### src/rtl/tm1638_display_writer.sv
// TM1638 display writer: takes a 3-decade packed BCD value and, on request,
// writes one full refresh (data command, address command + 16 display bytes,
// display-control command) over the STB/CLK/DIO bus. Write-only, keys unused.
module tm1638_display_writer #(
   parameter int CLK_DIV    = 2,
   parameter int BRIGHTNESS = 7
) (
   input  logic        clk,
   input  logic        rst,
   input  logic [11:0] bcd_in,
   input  logic        update,
   output logic        busy,
   output logic        done,
   output logic        tm_stb,
   output logic        tm_clk,
   output logic        tm_dio
);

   typedef enum logic [2:0] {S_IDLE, S_F1, S_GAP1, S_F2, S_GAP2, S_F3} state_t;
   typedef enum logic [1:0] {P_SETUP, P_LOW, P_HIGH, P_HOLD} phase_t;

   localparam logic [8:0] DIV_LAST = 9'(CLK_DIV - 1);
   localparam logic [8:0] GAP_LAST = 9'(2 * CLK_DIV - 1);
   localparam logic [7:0] CMD_DATA = 8'h40;
   localparam logic [7:0] CMD_ADDR = 8'hC0;
   localparam logic [7:0] CMD_CTRL = 8'h88 | 8'(BRIGHTNESS % 8);

   // Seven-segment pattern, bit0=a .. bit6=g, dp off; non-decimal nibbles show a dash.
   function automatic logic [7:0] seg(input logic [3:0] n);
      logic [7:0] s;
      case (n)
         4'd0:    s = 8'h3F;
         4'd1:    s = 8'h06;
         4'd2:    s = 8'h5B;
         4'd3:    s = 8'h4F;
         4'd4:    s = 8'h66;
         4'd5:    s = 8'h6D;
         4'd6:    s = 8'h7D;
         4'd7:    s = 8'h07;
         4'd8:    s = 8'h7F;
         4'd9:    s = 8'h6F;
         default: s = 8'h40;
      endcase
      return s;
   endfunction

   // Byte on the wire for a given frame and byte index. In F2, index 0 is
   // the address command, so display address N is byte index N+1.
   function automatic logic [7:0] frame_byte(input state_t st, input logic [4:0] idx,
                                             input logic [11:0] bcd);
      logic [7:0] b;
      case (st)
         S_F1: b = CMD_DATA;
         S_F3: b = CMD_CTRL;
         S_F2: begin
            case (idx)
               5'd0:    b = CMD_ADDR;
               5'd11:   b = seg(bcd[11:8]);
               5'd13:   b = seg(bcd[7:4]);
               5'd15:   b = seg(bcd[3:0]);
               default: b = 8'h00;
            endcase
         end
         default: b = 8'h00;
      endcase
      return b;
   endfunction

   state_t      state_q, state_d;
   phase_t      phase_q, phase_d;
   logic [8:0]  div_q, div_d;
   logic [2:0]  bit_q, bit_d;
   logic [4:0]  byte_q, byte_d;
   logic [11:0] bcd_q, bcd_d;
   logic        busy_q, busy_d;
   logic        done_q, done_d;
   logic        stb_q, stb_d;
   logic        tclk_q, tclk_d;
   logic        dio_q, dio_d;

   logic        in_frame_s;
   logic [4:0]  last_byte_s;
   logic [7:0]  cur_byte_s;

   // Next-state sequencing of frames, bit phases and counters; pins derive from the next state.
   always_comb begin
      state_d     = state_q;
      phase_d     = phase_q;
      div_d       = div_q;
      bit_d       = bit_q;
      byte_d      = byte_q;
      bcd_d       = bcd_q;
      done_d      = 1'b0;
      last_byte_s = (state_q == S_F2) ? 5'd16 : 5'd0;

      case (state_q)
         S_IDLE: begin
            if (update) begin
               state_d = S_F1;
               phase_d = P_SETUP;
               div_d   = 9'd0;
               bit_d   = 3'd0;
               byte_d  = 5'd0;
               bcd_d   = bcd_in;
            end else begin
               state_d = S_IDLE;
            end
         end
         S_F1, S_F2, S_F3: begin
            if (div_q != DIV_LAST) begin
               div_d = div_q + 9'd1;
            end else begin
               div_d = 9'd0;
               case (phase_q)
                  P_SETUP: phase_d = P_LOW;
                  P_LOW:   phase_d = P_HIGH;
                  P_HIGH: begin
                     if (bit_q == 3'd7) begin
                        bit_d = 3'd0;
                        if (byte_q == last_byte_s) begin
                           phase_d = P_HOLD;
                        end else begin
                           byte_d  = byte_q + 5'd1;
                           phase_d = P_LOW;
                        end
                     end else begin
                        bit_d   = bit_q + 3'd1;
                        phase_d = P_LOW;
                     end
                  end
                  P_HOLD: begin
                     phase_d = P_SETUP;
                     byte_d  = 5'd0;
                     case (state_q)
                        S_F1:    state_d = S_GAP1;
                        S_F2:    state_d = S_GAP2;
                        default: begin
                           state_d = S_IDLE;
                           done_d  = 1'b1;
                        end
                     endcase
                  end
                  default: phase_d = P_SETUP;
               endcase
            end
         end
         S_GAP1, S_GAP2: begin
            if (div_q == GAP_LAST) begin
               div_d   = 9'd0;
               phase_d = P_SETUP;
               state_d = (state_q == S_GAP1) ? S_F2 : S_F3;
            end else begin
               div_d = div_q + 9'd1;
            end
         end
         default: state_d = S_IDLE;
      endcase

      in_frame_s = (state_d == S_F1) || (state_d == S_F2) || (state_d == S_F3);
      cur_byte_s = frame_byte(state_d, byte_d, bcd_d);
      busy_d     = (state_d != S_IDLE);
      stb_d      = ~in_frame_s;
      tclk_d     = ~(in_frame_s && (phase_d == P_LOW));
      if (!in_frame_s) begin
         dio_d = 1'b1;
      end else if (phase_d == P_LOW) begin
         dio_d = cur_byte_s[bit_d];
      end else begin
         dio_d = dio_q;
      end
   end

   // State and pin registers; reset aborts any sequence and parks the bus idle.
   always_ff @(posedge clk) begin
      if (rst) begin
         state_q <= S_IDLE;
         phase_q <= P_SETUP;
         div_q   <= 9'd0;
         bit_q   <= 3'd0;
         byte_q  <= 5'd0;
         bcd_q   <= 12'd0;
         busy_q  <= 1'b0;
         done_q  <= 1'b0;
         stb_q   <= 1'b1;
         tclk_q  <= 1'b1;
         dio_q   <= 1'b1;
      end else begin
         state_q <= state_d;
         phase_q <= phase_d;
         div_q   <= div_d;
         bit_q   <= bit_d;
         byte_q  <= byte_d;
         bcd_q   <= bcd_d;
         busy_q  <= busy_d;
         done_q  <= done_d;
         stb_q   <= stb_d;
         tclk_q  <= tclk_d;
         dio_q   <= dio_d;
      end
   end

   assign busy   = busy_q;
   assign done   = done_q;
   assign tm_stb = stb_q;
   assign tm_clk = tclk_q;
   assign tm_dio = dio_q;

endmodule

### config.mk
export PLATFORM = sky130hd
export DESIGN_NAME = tm1638_display_writer
export DESIGN_NICKNAME = d
export VERILOG_FILES = /design/src/rtl/tm1638_display_writer.sv
export SDC_FILE = /design/constraint.sdc
export NUM_CORES = 1
export LEC_CHECK = 0
export ABC_AREA = 1
export ABC_CLOCK_PERIOD_IN_PS = 7020
export CAP_MARGIN = 20
export CORE_MARGIN = 5
export CORE_UTILIZATION = 65
export CTS_CLUSTER_SIZE = 14
export DETAILED_ROUTE_END_ITERATION = 6
export GPL_TIMING_DRIVEN = 0
export PLACE_DENSITY = 0.86
export SKIP_CTS_REPAIR_TIMING = 1
export SYNTH_ARGS = -nofsm -noshare
export SYNTH_HDL_FRONTEND = slang
export SYNTH_SLANG_ARGS = --single-unit
### constraint.sdc
create_clock -name clk -period 7.02 [get_ports clk]
set_input_delay 2.106 -clock clk [delete_from_list [all_inputs] [get_ports clk]]
set_output_delay 2.106 -clock clk [all_outputs]
set_load 0.02 [all_outputs]
# Word level (Yosys, flattened, before mapping)

Memories as Yosys holds them, arrays and structs flattened.
Index checks and enable logic that the tools add are counted.

Memory bits (read-only): 336
Output and inout bits: 5
Bits in registers: 39
Input bits: 15
Word-level logic and storage cells: 93
Memories kept: 3

Bitwise operators: 4
Add/sub/neg operators: 3
Equal/unequal tests: 20
Mux-type cells: 37
$lt $le $gt $ge: 1
Reductions and logical operators: 14

Memory list:

| memory          | depth | bits a word | rd ports | clocked after Yosys merged registers in | wr ports | line | RTL |
|---|---|---|---|---|---|---|---|
| (no name shown) | 16    | 7           | 1        | 0                                       | 0        | 31   | `case (n)` |
| (no name shown) | 16    | 7           | 1        | 0                                       | 0        | 31   |  |
| (no name shown) | 16    | 7           | 1        | 0                                       | 0        | 31   |  |

Operators by type and width:

| kind                | count |
|---|---|
| $pmux 8 s4          | 1 |
| $mux 9              | 3 |
| $pmux 9 s3          | 1 |
| $mux 5              | 5 |
| $mux 12             | 2 |
| $mux 3              | 8 |
| $pmux 8 s3          | 1 |
| $pmux 5 s2          | 2 |
| $eq 5x4->1 const B  | 3 |
| $eq 3x3->1 const B  | 4 |
| $pmux 3 s2          | 2 |
| $mux 2              | 5 |
| $add 9x1->9 const B | 1 |
| $eq 3x2->1 const B  | 3 |
| $eq 9x2->1 const B  | 1 |
| $ne 9x1->1 const B  | 1 |
| $pmux 3 s3          | 1 |
| $pmux 2 s4          | 1 |
| $eq 3x1->1 const B  | 2 |
| $pmux 2 s3          | 1 |
| $reduce_bool 3->1   | 2 |
| $reduce_or 2->1     | 3 |
| $add 5x1->5 const B | 1 |
| $eq 5x5->1          | 1 |
| other kinds (16)    | 24 |

# Depth between registers and ports, before layout

Gate-level depths: netlist of the first run.

Depth after elaboration: 13
Gate-level depth with buffers: 22
Gate-level depth less buffers: 22

# Worst setup path after synthesis of the first run

OpenSTA, ideal clock, no wires.

Kind: input-to-reg
From: input port update
To: register dio_q (netlist: tm_dio)
Path buffers: 1
Data required time: 6.961 ns
Path slack: 2.896 ns
Data arrival time: 4.065 ns
Stages: 16
Library setup time: 0.059 ns
Cells stage by stage: nand3_4 > buf_6 > o21ai_0 > inv_1 > ha_1 > or2_2 > nand3_1 > nand2_1 > nand3b_1 > nand3_1 > nand3_1 > nand3_1 > nand2_1 > nand2_1 > nand2_1 > nand2_1

Longest elaborated chain between the ends: 7
Elaborated cells between the ends (all ways): 29
Classes of those cells: eq/ne (7); mux (14); bitwise (1); reduce/logical (4); memory (3)

Ends and longest elaborated chain:

| element                      | line | RTL |
|---|---|---|
| start, declared              | 11   | `input logic update,` |
| $mux 12                      | 98   | `if (update) begin` |
| $mux 12                      | 96   | `case (state_q)` |
| net bcd_d[0]                 | 74   | `logic [11:0] bcd_q, bcd_d;` |
| $mem_v2 16x7                 | -    |  |
| $pmux 8 s4                   | 56   | `case (idx)` |
| $pmux 8 s3                   | 52   | `case (st)` |
| $bmux 1 s3                   | 167  | `dio_d = cur_byte_s[bit_d];` |
| $mux 1 (implied by the code) | 167  |  |
| end signal, assigned         | 198  | `dio_q <= dio_d;` |
| end, declared                | 79   | `logic dio_q, dio_d;` |

The timed path passes the listed nets, and every way through them passes these cells. The select of a mux whose other input is x is not followed.
A chain may end at the register's enable or synchronous reset.

# Worst setup path in the final report of the first run

Same ends and word-level chain as after synthesis.

==> flow_summary.rst, run 1 <==
.. list-table::
   :header-rows: 1

   * - Metric
     - Value
   * - Vias in the first global route
     - 2,755
   * - Pwr per Cell Area
     - 166 nW/um^2
   * - CTS Sinks
     - 39
   * - Final-layout fill cell count
     - 390
   * - CTS tree
     - yes
   * - # setup viols final
     - 0
   * - Area of the die
     - 6200 um^2
   * - Run status
     - completed
   * - Number of ports placed on the die boundary
     - 20
   * - Max H-tree Level
     - 2
   * - Slowest stage delay, CP
     - 0.60 ns
   * - Total wire length after detailed routing
     - 6.90 mm
   * - Remaining routing DRC violations
     - 0
   * - Type of origin of the critical path
     - primary input
   * - Worst VDD drop
     - 117 uV
   * - Highest achievable clock rate
     - 207 MHz
   * - Maximum root-to-sink buffer count
     - 2
   * - Largest net degree at the start of global routing
     - 14
   * - CTS buffer count
     - 5
   * - Worst Setup Slack, final
     - 2.18 ns
   * - Die height
     - 78.7 um
   * - Largest fanout of any net on the critical path
     - 10
   * - Max-slew violations
     - 0
   * - Placed wire-length estimate after detailed placement
     - 5.28 mm
   * - Sequence of cells on the critical path
     - clkdlybuf4s50_1, nand3_4, buf_6, o21ai_0, inv_1, ha_1, or2_2, nand3_1, nand2_1, nand3b_1, nand3_1, nand3_1, nand3_1, nand2_1, nand2_1, nand2_1, nand2_1
   * - Number of buffer and inverter stages on the critical path
     - 3
   * - Core area
     - 4660 um^2
   * - Antenna violations before repair
     - 0
   * - Number of DRC markers in iteration 0
     - 130
   * - Fraction of registers with async set or reset after synthesis
     - 0%
   * - Starting density of the core
     - 65.9%
   * - Number of nets in the synthesized netlist
     - 483
   * - Hold violation count in the final report
     - 0
   * - Total negative slack
     - 0 ns
   * - Cell repeated most along the worst path
     - sky130_fd_sc_hd__nand2_1
   * - Final ANT Viol Nets
     - 0
   * - Count of cell types in the netlist
     - 42
   * - Synth Register Bits
     - 39
   * - Post-synth top flop
     - sky130_fd_sc_hd__dfxtp_1
   * - Clock transition at the registers of the reported paths
     - 0.09 ns
   * - Number of vias per cell after detailed routing
     - 5.53
   * - Number of instances in the synthesized netlist
     - 444
   * - EDFF count, synth
     - 0
   * - Worst min-delay path category
     - reg2reg
   * - CTS Root Buffer Type
     - sky130_fd_sc_hd__clkbuf_8
   * - Site Rows
     - 25
   * - Maxcap violations
     - 0
   * - Yosys Warn Count
     - 0
   * - Slew at the pin closest to its max-slew limit
     - 0.750 ns
   * - Most frequent standard cell in the layout excluding fill and tap cells
     - sky130_fd_sc_hd__nand2_1
   * - Minimum setup slack after placement
     - 1.87 ns
   * - Cell Area, Synth
     - 3070 um^2
   * - Number of detailed-route iterations in the first pass
     - 4
   * - RSZ-0062 raised after global routing
     - no
   * - Most frequent cells in the layout
     - 94 x sky130_fd_sc_hd__nand2_1, 57 x sky130_fd_sc_hd__inv_1, 40 x sky130_fd_sc_hd__nand3_1
   * - Global-route wire length before repair
     - 12.1 mm
   * - Mean instance size in the synthesized netlist
     - 6.92 um^2
   * - Post-layout min period
     - 4.84 ns
   * - Data required time at the worst endpoint
     - 7.26 ns
   * - Final net count
     - 508
   * - Remaining Overflow, GRT
     - 0
   * - Worst-Skew Late Latency
     - 0.30 ns
   * - Critical path capture point type
     - flip-flop
   * - Routed length per placed instance
     - 13.2 um
   * - Arrival @ worst endpoint
     - 5.08 ns
   * - Skew final
     - 0.0105 ns
   * - I/O Buffers
     - 18
   * - Die span in x
     - 78.7 um
   * - Cell with the largest stage delay on the worst path
     - sky130_fd_sc_hd__o21ai_0
   * - Period utilisation layout
     - 68.9%
   * - Ant. Diodes
     - 0
   * - GRT Overall Usage
     - 23.9%
   * - WS Path Type
     - in2reg
   * - Routability cong.
     - 0.883
   * - Area growth syn-to-layout
     - 11.7%
   * - Register area share after synthesis
     - 25.4%
   * - Cell family with most CP delay
     - simple AND/OR/NAND/NOR gates
   * - Headroom to the max-slew limit
     - 49.5%
   * - Via Count
     - 2,896
   * - Total leakage power
     - 1.53 nW
   * - Fraction of final layout cells with drive strength greater than 1
     - 16.4%
[per-layer routing]
layer	wire length, um	GRT usage (%)	vias up
met5	0	0	-
met4	146	9.09	0
met3	246	4.54	14
met2	3560	45.3	59
met1	2950	26.1	1326
li1	-	-	1497
[metrics by stage]
step	cells	utilization, %	cell area [um^2]	power, mW	hold slack [ns]
3_5_place_dp	516	71.2	3320	0.381	0.457
5_1_grt	524	73.6	3430	0.605	0.506
6_report	524	73.6	3430	0.570	0.471
4_1_cts	524	73.6	3430	0.573	0.470
2_1_floorplan	444	-	3070	0.346	0.436
3_3_place_gp	516	71.2	3320	0.376	0.448
[state kept, by name, summed over array words and instances, names as in the netlist]
signal   flops
tm_clk       1
done         1
bit_q        3
busy         1
tm_stb       1
byte_q       5
bcd_q       12
state_q      3
phase_q      2
div_q        9
tm_dio       1
[worst paths after layout]
path | start | to | slack [ns] | depth (start not counted)
setup / recovery | update | tm_dio$_SDFFE_PP1N_ | 2.18 | 17
hold / removal | div_q[2]$_SDFFE_PP0P_ | div_q[2]$_SDFFE_PP0P_ | 0.47 | 1
setup reg to reg | state_q[0]$_SDFF_PP0_ | tm_dio$_SDFFE_PP1N_ | 3.95 | 17
hold reg to reg | div_q[2]$_SDFFE_PP0P_ | div_q[2]$_SDFFE_PP0P_ | 0.47 | 1
[where the power goes]
group	internal, mW	total [mW]	switching [mW]
Sequential	0.230	0.234	0.00406
Clock	0.106	0.193	0.0868
Combinational	0.0549	0.143	0.0886
[cell type report]
| cell class | instances | area (um^2) | area share, % |
|---|---|---|---|
| multi-input cells | 328 | 1980 | 57.8 |
| plain buffers | 6 | 38.8 | 1.13 |
| flip-flops and latches | 39 | 781 | 22.8 |
| clock inverters | 3 | 43.8 | 1.28 |
| well taps | 54 | 67.6 | 1.97 |
| repair buffers | 18 | 180 | 5.25 |
| inverters | 71 | 269 | 7.84 |
| clock buffers | 5 | 68.8 | 2.01 |
[cells by family after synthesis]
kind of cell | count (synthesis) | synth area share [%]
fa+ha+maj | 24 | 9.78
buf+inv | 77 | 10.0
simple gates | 240 | 39.3
flops | 39 | 25.4
xor+xnor | 1 | 0.285
compound gates | 63 | 15.2
[synth_stat cells (2+ instances only)]
library cell,number,share of area (%)
sky130_fd_sc_hd__o22ai_1,2,0.41
sky130_fd_sc_hd__o21ai_2,7,2.0
sky130_fd_sc_hd__inv_2,12,1.5
sky130_fd_sc_hd__nand3_2,5,1.6
sky130_fd_sc_hd__a31oi_1,3,0.61
sky130_fd_sc_hd__nand3b_1,3,0.73
sky130_fd_sc_hd__nand4_1,12,2.4
sky130_fd_sc_hd__a21oi_2,2,0.57
sky130_fd_sc_hd__nor3_1,10,1.6
sky130_fd_sc_hd__dfxtp_1,39,25
sky130_fd_sc_hd__nand2_2,7,1.4
sky130_fd_sc_hd__nor2_4,6,2.2
sky130_fd_sc_hd__inv_1,57,7.0
sky130_fd_sc_hd__or2_2,10,2.0
sky130_fd_sc_hd__nand3_4,2,1.1
sky130_fd_sc_hd__ha_1,24,9.8
sky130_fd_sc_hd__nor2_1,37,4.5
sky130_fd_sc_hd__nor2_2,3,0.61
sky130_fd_sc_hd__o21ai_4,4,2.1
sky130_fd_sc_hd__nand2_4,2,0.73
sky130_fd_sc_hd__nand2_1,94,11
sky130_fd_sc_hd__o21bai_4,2,1.2
sky130_fd_sc_hd__nand3_1,40,6.5
sky130_fd_sc_hd__or2_1,5,1.0
sky130_fd_sc_hd__clkbuf_1,3,0.37
sky130_fd_sc_hd__o211ai_1,7,1.7
sky130_fd_sc_hd__o21ai_0,15,2.4
sky130_fd_sc_hd__a21oi_1,16,2.6
sky130_fd_sc_hd__buf_6,2,0.73
Power figures use the tool's default switching activity.
==> run 2, diff against run 1 <==
--- a/config.mk
+++ b/config.mk
@@ -6,14 +6,14 @@
 export NUM_CORES = 1
 export LEC_CHECK = 0
 export ABC_AREA = 1
-export ABC_CLOCK_PERIOD_IN_PS = 7020
+export ABC_CLOCK_PERIOD_IN_PS = 4700
 export CAP_MARGIN = 20
 export CORE_MARGIN = 5
-export CORE_UTILIZATION = 65
+export CORE_UTILIZATION = 60
 export CTS_CLUSTER_SIZE = 14
 export DETAILED_ROUTE_END_ITERATION = 6
 export GPL_TIMING_DRIVEN = 0
-export PLACE_DENSITY = 0.86
+export PLACE_DENSITY = 0.81
 export SKIP_CTS_REPAIR_TIMING = 1
 export SYNTH_ARGS = -nofsm -noshare
 export SYNTH_HDL_FRONTEND = slang
==> constraint.sdc (replaced) <==
create_clock -name clk -period 4.7 [get_ports clk]
set_input_delay 1.41 -clock clk [delete_from_list [all_inputs] [get_ports clk]]
set_output_delay 1.41 -clock clk [all_outputs]
set_load 0.02 [all_outputs]
==> flow_summary.rst, run 2 (same netlist as run 1, synthesis figures left out) <==
.. list-table::
   :header-rows: 1

   * - Metric
     - Value
   * - Registers with the highest flip-flop counts
     - bcd_q x12, div_q x9, byte_q x5
   * - Die span in x
     - 81.5 um
   * - Finished Cell Area
     - 3440 um^2
   * - Headroom to the max-slew limit
     - 48.6%
   * - Flop2flop setup slack
     - 1.65 ns
   * - Total wire length after detailed routing
     - 6.73 mm
   * - Timing endpoint of the critical path
     - tm_dio$_SDFFE_PP1N_
   * - Antenna violations before repair
     - 0
   * - Remaining routing DRC violations
     - 0
   * - Final ANT Viol Nets
     - 0
   * - Post-layout min period
     - 4.13 ns
   * - Number of detailed-route iterations in the first pass
     - 4
   * - Global-route wire length before repair
     - 12.1 mm
   * - Site Rows
     - 26
   * - Via Count
     - 2,884
   * - Clock transition at the registers of the reported paths
     - 0.08 ns
   * - CTS Sinks
     - 39
   * - Number of vias per cell after detailed routing
     - 5.34
   * - Worst-Skew Late Latency
     - 0.30 ns
   * - Total leakage power
     - 1.52 nW
   * - CTS buffer count
     - 5
   * - Arrival @ worst endpoint
     - 4.37 ns
   * - Die height
     - 81.5 um
   * - Flip-flop count of the largest register, all copies and words added
     - 12
   * - Worst min-delay path category
     - reg2reg
   * - Period utilisation layout
     - 87.9%
   * - GRT Overall Usage
     - 22.9%
   * - Core area
     - 5040 um^2
   * - Largest net degree at the start of global routing
     - 13
   * - Run status
     - completed
   * - Ant. Diodes
     - 0
   * - Skew final
     - 0.00706 ns
   * - Number of ports placed on the die boundary
     - 20
   * - Most frequent cells in the layout
     - 94 x sky130_fd_sc_hd__nand2_1, 57 x sky130_fd_sc_hd__inv_1, 40 x sky130_fd_sc_hd__nand3_1
   * - Total placed instance area
     - 3340 um^2
   * - Reg2reg path depth
     - 17
   * - Max H-tree Level
     - 2
   * - Highest achievable clock rate
     - 242 MHz
   * - Vias in the first global route
     - 2,771
   * - Worst VDD drop
     - 189 uV
   * - I/O Buffers
     - 18
   * - Area growth syn-to-layout
     - 12.1%
   * - Worst reg2reg startpoint
     - state_q[0]$_SDFF_PP0_
   * - Total negative slack
     - 0 ns
   * - Fraction of final layout cells with drive strength greater than 1
     - 16.4%
   * - # setup viols final
     - 0
   * - Hold violation count in the final report
     - 0
   * - Data required time at the worst endpoint
     - 4.94 ns
   * - Max-slew violations
     - 0
   * - Maximum root-to-sink buffer count
     - 2
   * - WS Path Type
     - in2reg
   * - Power, Total
     - 0.822 mW
   * - Most frequent standard cell in the layout excluding fill and tap cells
     - sky130_fd_sc_hd__nand2_1
   * - CTS Root Buffer Type
     - sky130_fd_sc_hd__clkbuf_8
   * - Pwr per Cell Area
     - 239 nW/um^2
   * - Capturing point of the worst reg2reg path
     - tm_dio$_SDFFE_PP1N_
   * - Routability cong.
     - 0.900
   * - CTS tree
     - yes
   * - Largest fanout of any net on the critical path
     - 10
   * - Top reg by flops
     - bcd_q
   * - Type of origin of the critical path
     - primary input
   * - RSZ-0062 raised after global routing
     - no
   * - Area of the die
     - 6650 um^2
   * - First element of the critical path
     - update
   * - Remaining Overflow, GRT
     - 0
   * - Final-layout fill cell count
     - 459
   * - Starting density of the core
     - 60.9%
   * - Slew at the pin closest to its max-slew limit
     - 0.763 ns
   * - Critical path capture point type
     - flip-flop
   * - Maxcap violations
     - 0
   * - Routed length per placed instance
     - 12.5 um
   * - Final net count
     - 508
   * - Number of DRC markers in iteration 0
     - 174
   * - Placed wire-length estimate after detailed placement
     - 5.31 mm
==> run 2: worst min path at each step <==
stage,end,slack (ns),cells past startpoint,start
global placement,div_q[2]$_SDFFE_PP0P_,0.45,1,div_q[2]$_SDFFE_PP0P_
global route,div_q[2]$_SDFFE_PP0P_,0.53,1,div_q[2]$_SDFFE_PP0P_
CTS,div_q[2]$_SDFFE_PP0P_,0.49,1,div_q[2]$_SDFFE_PP0P_
finish,div_q[2]$_SDFFE_PP0P_,0.49,1,div_q[2]$_SDFFE_PP0P_
floorplan,div_q[2]$_SDFFE_PP0P_,0.44,1,div_q[2]$_SDFFE_PP0P_
detailed placement,tm_dio$_SDFFE_PP1N_,0.48,2,tm_dio$_SDFFE_PP1N_
==> run 2: report_power, final <==
part / leakage, nW / total, mW / switching [mW] / internal, mW
Sequential: 0.318 / 0.350 / 0.00600 / 0.344
Combinational: 1.15 / 0.212 / 0.130 / 0.0818
Clock: 0.0505 / 0.260 / 0.127 / 0.134
==> run 2: routing by layer <==
metal | routed length [um] | track usage (%)
met4 | 138 | 9.12
met3 | 225 | 3.51
met1 | 2900 | 25.7
met5 | 0 | 0
met2 | 3480 | 42.8
==> run 2: cell type report <==
cell class                      instances  area [um^2]  area share (%)
Multi-Input combinational cell        328         1980            57.6
Sequential cell                        39          781            22.7
Inverter                               71          269            7.82
Timing Repair Buffer                   18          180            5.23
Clock buffer                            7         96.3            2.80
Tap cell                               70         87.6            2.54
Buffer                                  6         38.8            1.13
Clock inverter                          1         7.51           0.218
==> run 2: per-stage QoR <==
stage | setup WS, ns | hold WS (ns) | instances | util (%)
after global placement | 0.349 | 0.451 | 532 | 66.2
after floorplan | 1.27 | 0.436 | 444 | -
final | 0.567 | 0.489 | 540 | 68.3
after CTS | 0.571 | 0.492 | 540 | 68.3
after global routing | 0.345 | 0.531 | 540 | 68.3
after detailed placement | 0.280 | 0.475 | 532 | 66.2
==> run 2: worst max-delay path, stage by stage <==
cell                              delay (ns)
sky130_fd_sc_hd__clkdlybuf4s50_1        0.55
sky130_fd_sc_hd__nand3_4                0.19
sky130_fd_sc_hd__buf_6                  0.21
sky130_fd_sc_hd__o21ai_0                0.61
sky130_fd_sc_hd__inv_1                  0.15
sky130_fd_sc_hd__ha_1                   0.24
sky130_fd_sc_hd__or2_2                  0.31
sky130_fd_sc_hd__nand3_1                0.07
sky130_fd_sc_hd__nand2_1                0.06
sky130_fd_sc_hd__nand3b_1               0.15
sky130_fd_sc_hd__nand3_1                0.08
sky130_fd_sc_hd__nand3_1                0.07
sky130_fd_sc_hd__nand3_1                0.07
sky130_fd_sc_hd__nand2_1                0.05
sky130_fd_sc_hd__nand2_1                0.05
sky130_fd_sc_hd__nand2_1                0.06
sky130_fd_sc_hd__nand2_1                0.05
==> run 3, diff against run 2 <==
--- a/config.mk
+++ b/config.mk
@@ -8,12 +8,12 @@
 export ABC_AREA = 1
 export ABC_CLOCK_PERIOD_IN_PS = 4700
 export CAP_MARGIN = 20
-export CORE_MARGIN = 5
+export CORE_MARGIN = 2
 export CORE_UTILIZATION = 60
 export CTS_CLUSTER_SIZE = 14
 export DETAILED_ROUTE_END_ITERATION = 6
 export GPL_TIMING_DRIVEN = 0
-export PLACE_DENSITY = 0.81
+export PLACE_DENSITY = 0.91
 export SKIP_CTS_REPAIR_TIMING = 1
 export SYNTH_ARGS = -nofsm -noshare
 export SYNTH_HDL_FRONTEND = slang
==> flow_summary.rst, run 3 (same netlist as run 1, synthesis figures left out) <==
.. list-table::
   :header-rows: 1

   * - Metric
     - Value
   * - Number of ports placed on the die boundary
     - 20
   * - RSZ-0062 raised after global routing
     - no
   * - Switching component of the power
     - 0.270 mW
   * - CTS tree
     - yes
   * - Number of detailed-route iterations in the first pass
     - 5
   * - Number of vias per cell after detailed routing
     - 5.46
   * - I/O Buffers
     - 18
   * - Cell with the largest stage delay on the worst path
     - sky130_fd_sc_hd__o21ai_0
   * - Max-slew violations
     - 0
   * - Instance count after placement with tap cells included
     - 532
   * - Pwr per Cell Area
     - 248 nW/um^2
   * - Total negative slack
     - 0 ns
   * - Cell family with most CP delay
     - simple AND/OR/NAND/NOR gates
   * - Antenna violations before repair
     - 0
   * - Sequence of cells on the critical path
     - clkdlybuf4s50_1, nand3_4, buf_6, o21ai_0, inv_1, ha_1, or2_2, nand3_1, nand2_1, nand3b_1, nand3_1, nand3_1, nand3_1, nand2_1, nand2_1, nand2_1, nand2_1
   * - Remaining Overflow, GRT
     - 0
   * - Number of DRC markers in iteration 0
     - 159
   * - Cell repeated most along the worst path
     - sky130_fd_sc_hd__nand2_1
   * - Reg2reg path depth
     - 17
   * - Remaining routing DRC violations
     - 0
   * - Most frequent cells in the layout
     - 94 x sky130_fd_sc_hd__nand2_1, 57 x sky130_fd_sc_hd__inv_1, 40 x sky130_fd_sc_hd__nand3_1
   * - Placed wire-length estimate after detailed placement
     - 5.29 mm
   * - Maxcap violations
     - 0
   * - Flip-flop count of the largest register, all copies and words added
     - 12
   * - Total placed instance area
     - 3340 um^2
   * - Headroom to the max-slew limit
     - 49.2%
   * - GRT Overall Usage
     - 25.5%
   * - Utilization after layout
     - 68.9%
   * - WS Path Type
     - in2reg
   * - Routability cong.
     - 0.910
   * - # setup viols final
     - 0
   * - Slowest stage delay, CP
     - 0.59 ns
   * - Finished Cell Area
     - 3450 um^2
   * - Clock share of power
     - 34.0%
   * - CTS buffer count
     - 5
   * - Area of the die
     - 5710 um^2
   * - Fraction of final layout cells with drive strength greater than 1
     - 16.4%
   * - Area growth syn-to-layout
     - 12.4%
   * - Largest fanout of any net on the critical path
     - 10
   * - Proportion of power drawn by combinational gates
     - 24.9%
   * - Max H-tree Level
     - 2
   * - Maximum root-to-sink buffer count
     - 2
   * - Most frequent standard cell in the layout excluding fill and tap cells
     - sky130_fd_sc_hd__nand2_1
   * - Type of origin of the critical path
     - primary input
   * - CTS Sinks
     - 39
   * - Run status
     - completed
   * - Vias in the first global route
     - 2,689
   * - Total wire length after detailed routing
     - 6.88 mm
   * - Power, Total
     - 0.854 mW
   * - Worst Setup Slack, final
     - 0.560 ns
   * - Number of cells traversed by the worst hold path
     - 1
   * - Total leakage power
     - 1.53 nW
   * - Final net count
     - 508
   * - Minimum setup slack after placement
     - 0.297 ns
   * - Largest net degree at the start of global routing
     - 14
   * - Fraction of power consumed by sequential logic
     - 41.0%
   * - Area of the multi-input gates
     - 1980 um^2
   * - Critical path capture point type
     - flip-flop
   * - Data required time at the worst endpoint
     - 4.94 ns
   * - Period utilisation layout
     - 88.1%
   * - Die span in x
     - 75.5 um
   * - Stages on worst setup path
     - 17
   * - Slew at the pin closest to its max-slew limit
     - 0.754 ns
   * - Register Area
     - 781 um^2
   * - Number of buffer and inverter stages on the critical path
     - 3
   * - Global-route wire length before repair
     - 11.3 mm
   * - Die height
     - 75.5 um
   * - Clock transition at the registers of the reported paths
     - 0.08 ns
   * - Routed length per placed instance
     - 12.7 um
   * - Final-layout fill cell count
     - 454
   * - Worst hold slack after final layout
     - 0.465 ns
   * - Worst VDD drop
     - 212 uV
   * - CTS Root Buffer Type
     - sky130_fd_sc_hd__clkbuf_8
   * - Highest achievable clock rate
     - 242 MHz
   * - Worst-Skew Late Latency
     - 0.30 ns
   * - Internal
     - 0.584 mW
   * - Hold violation count in the final report
     - 0
   * - Switching part of the total power
     - 31.6%
   * - Non-Filler Instances
     - 540
   * - Final ANT Viol Nets
     - 0
   * - Top reg by flops
     - bcd_q
   * - Arrival @ worst endpoint
     - 4.38 ns
   * - Via Count
     - 2,949
   * - Starting density of the core
     - 61.3%
   * - Registers with the highest flip-flop counts
     - bcd_q x12, div_q x9, byte_q x5
   * - Worst min-delay path category
     - reg2reg
   * - Post-layout min period
     - 4.14 ns
   * - Skew final
     - 0.00981 ns
   * - Site Rows
     - 26
   * - Core area
     - 5010 um^2
   * - Ant. Diodes
     - 0
-- run 3: path summary, 6_finish.rpt --
kind,start,end,slack [ns]
setup / recovery,update,tm_dio$_SDFFE_PP1N_,0.56
hold / removal,div_q[2]$_SDFFE_PP0P_,div_q[2]$_SDFFE_PP0P_,0.46
setup reg to reg,state_q[0]$_SDFF_PP0_,tm_dio$_SDFFE_PP1N_,1.61
hold reg to reg,div_q[2]$_SDFFE_PP0P_,div_q[2]$_SDFFE_PP0P_,0.46
-- run 3: worst register-to-register path, cell delays in order (launching register included) --
cell                       delay (ns)
sky130_fd_sc_hd__dfxtp_1         0.41
sky130_fd_sc_hd__nor2_4          0.20
sky130_fd_sc_hd__nand3_4         0.18
sky130_fd_sc_hd__buf_6           0.21
sky130_fd_sc_hd__o21ai_0         0.60
sky130_fd_sc_hd__inv_1           0.15
sky130_fd_sc_hd__ha_1            0.23
sky130_fd_sc_hd__or2_2           0.30
sky130_fd_sc_hd__nand3_1         0.07
sky130_fd_sc_hd__nand2_1         0.04
sky130_fd_sc_hd__nand3b_1        0.17
sky130_fd_sc_hd__nand3_1         0.09
sky130_fd_sc_hd__nand3_1         0.07
sky130_fd_sc_hd__nand3_1         0.07
sky130_fd_sc_hd__nand2_1         0.06
sky130_fd_sc_hd__nand2_1         0.06
sky130_fd_sc_hd__nand2_1         0.06
sky130_fd_sc_hd__nand2_1         0.05
-- run 3: area by class of cell --
class | count | area share (%)
plain buffers | 6 | 1.12
clock buffers | 5 | 1.99
clock inverters | 3 | 1.27
inverters | 71 | 7.80
multi-input cells | 328 | 57.4
flip-flops and latches | 39 | 22.6
well taps | 70 | 2.54
repair buffers | 18 | 5.22
-- run 3: power by group through the flow --
| stage | logic, mW | clock network (mW) | registers [mW] |
|---|---|---|---|
| 2_1_floorplan | 0.157 | 0 | 0.359 |
| 3_3_place_gp | 0.203 | 0 | 0.357 |
| 3_5_place_dp | 0.211 | 0 | 0.358 |
| 4_1_cts | 0.213 | 0.295 | 0.351 |
| 5_1_grt | 0.241 | 0.305 | 0.352 |
| 6_report | 0.213 | 0.291 | 0.350 |
-- run 3: routing by layer --
metal	GRT usage, %	up-vias	part of all wire (%)	wire (um)
li1	-	1502	-	-
met2	47.7	80	51	3520
met3	3.97	19	4.1	279
met1	28.6	1348	42	2910
met4	10.5	0	2.5	172
met5	0	-	0	0
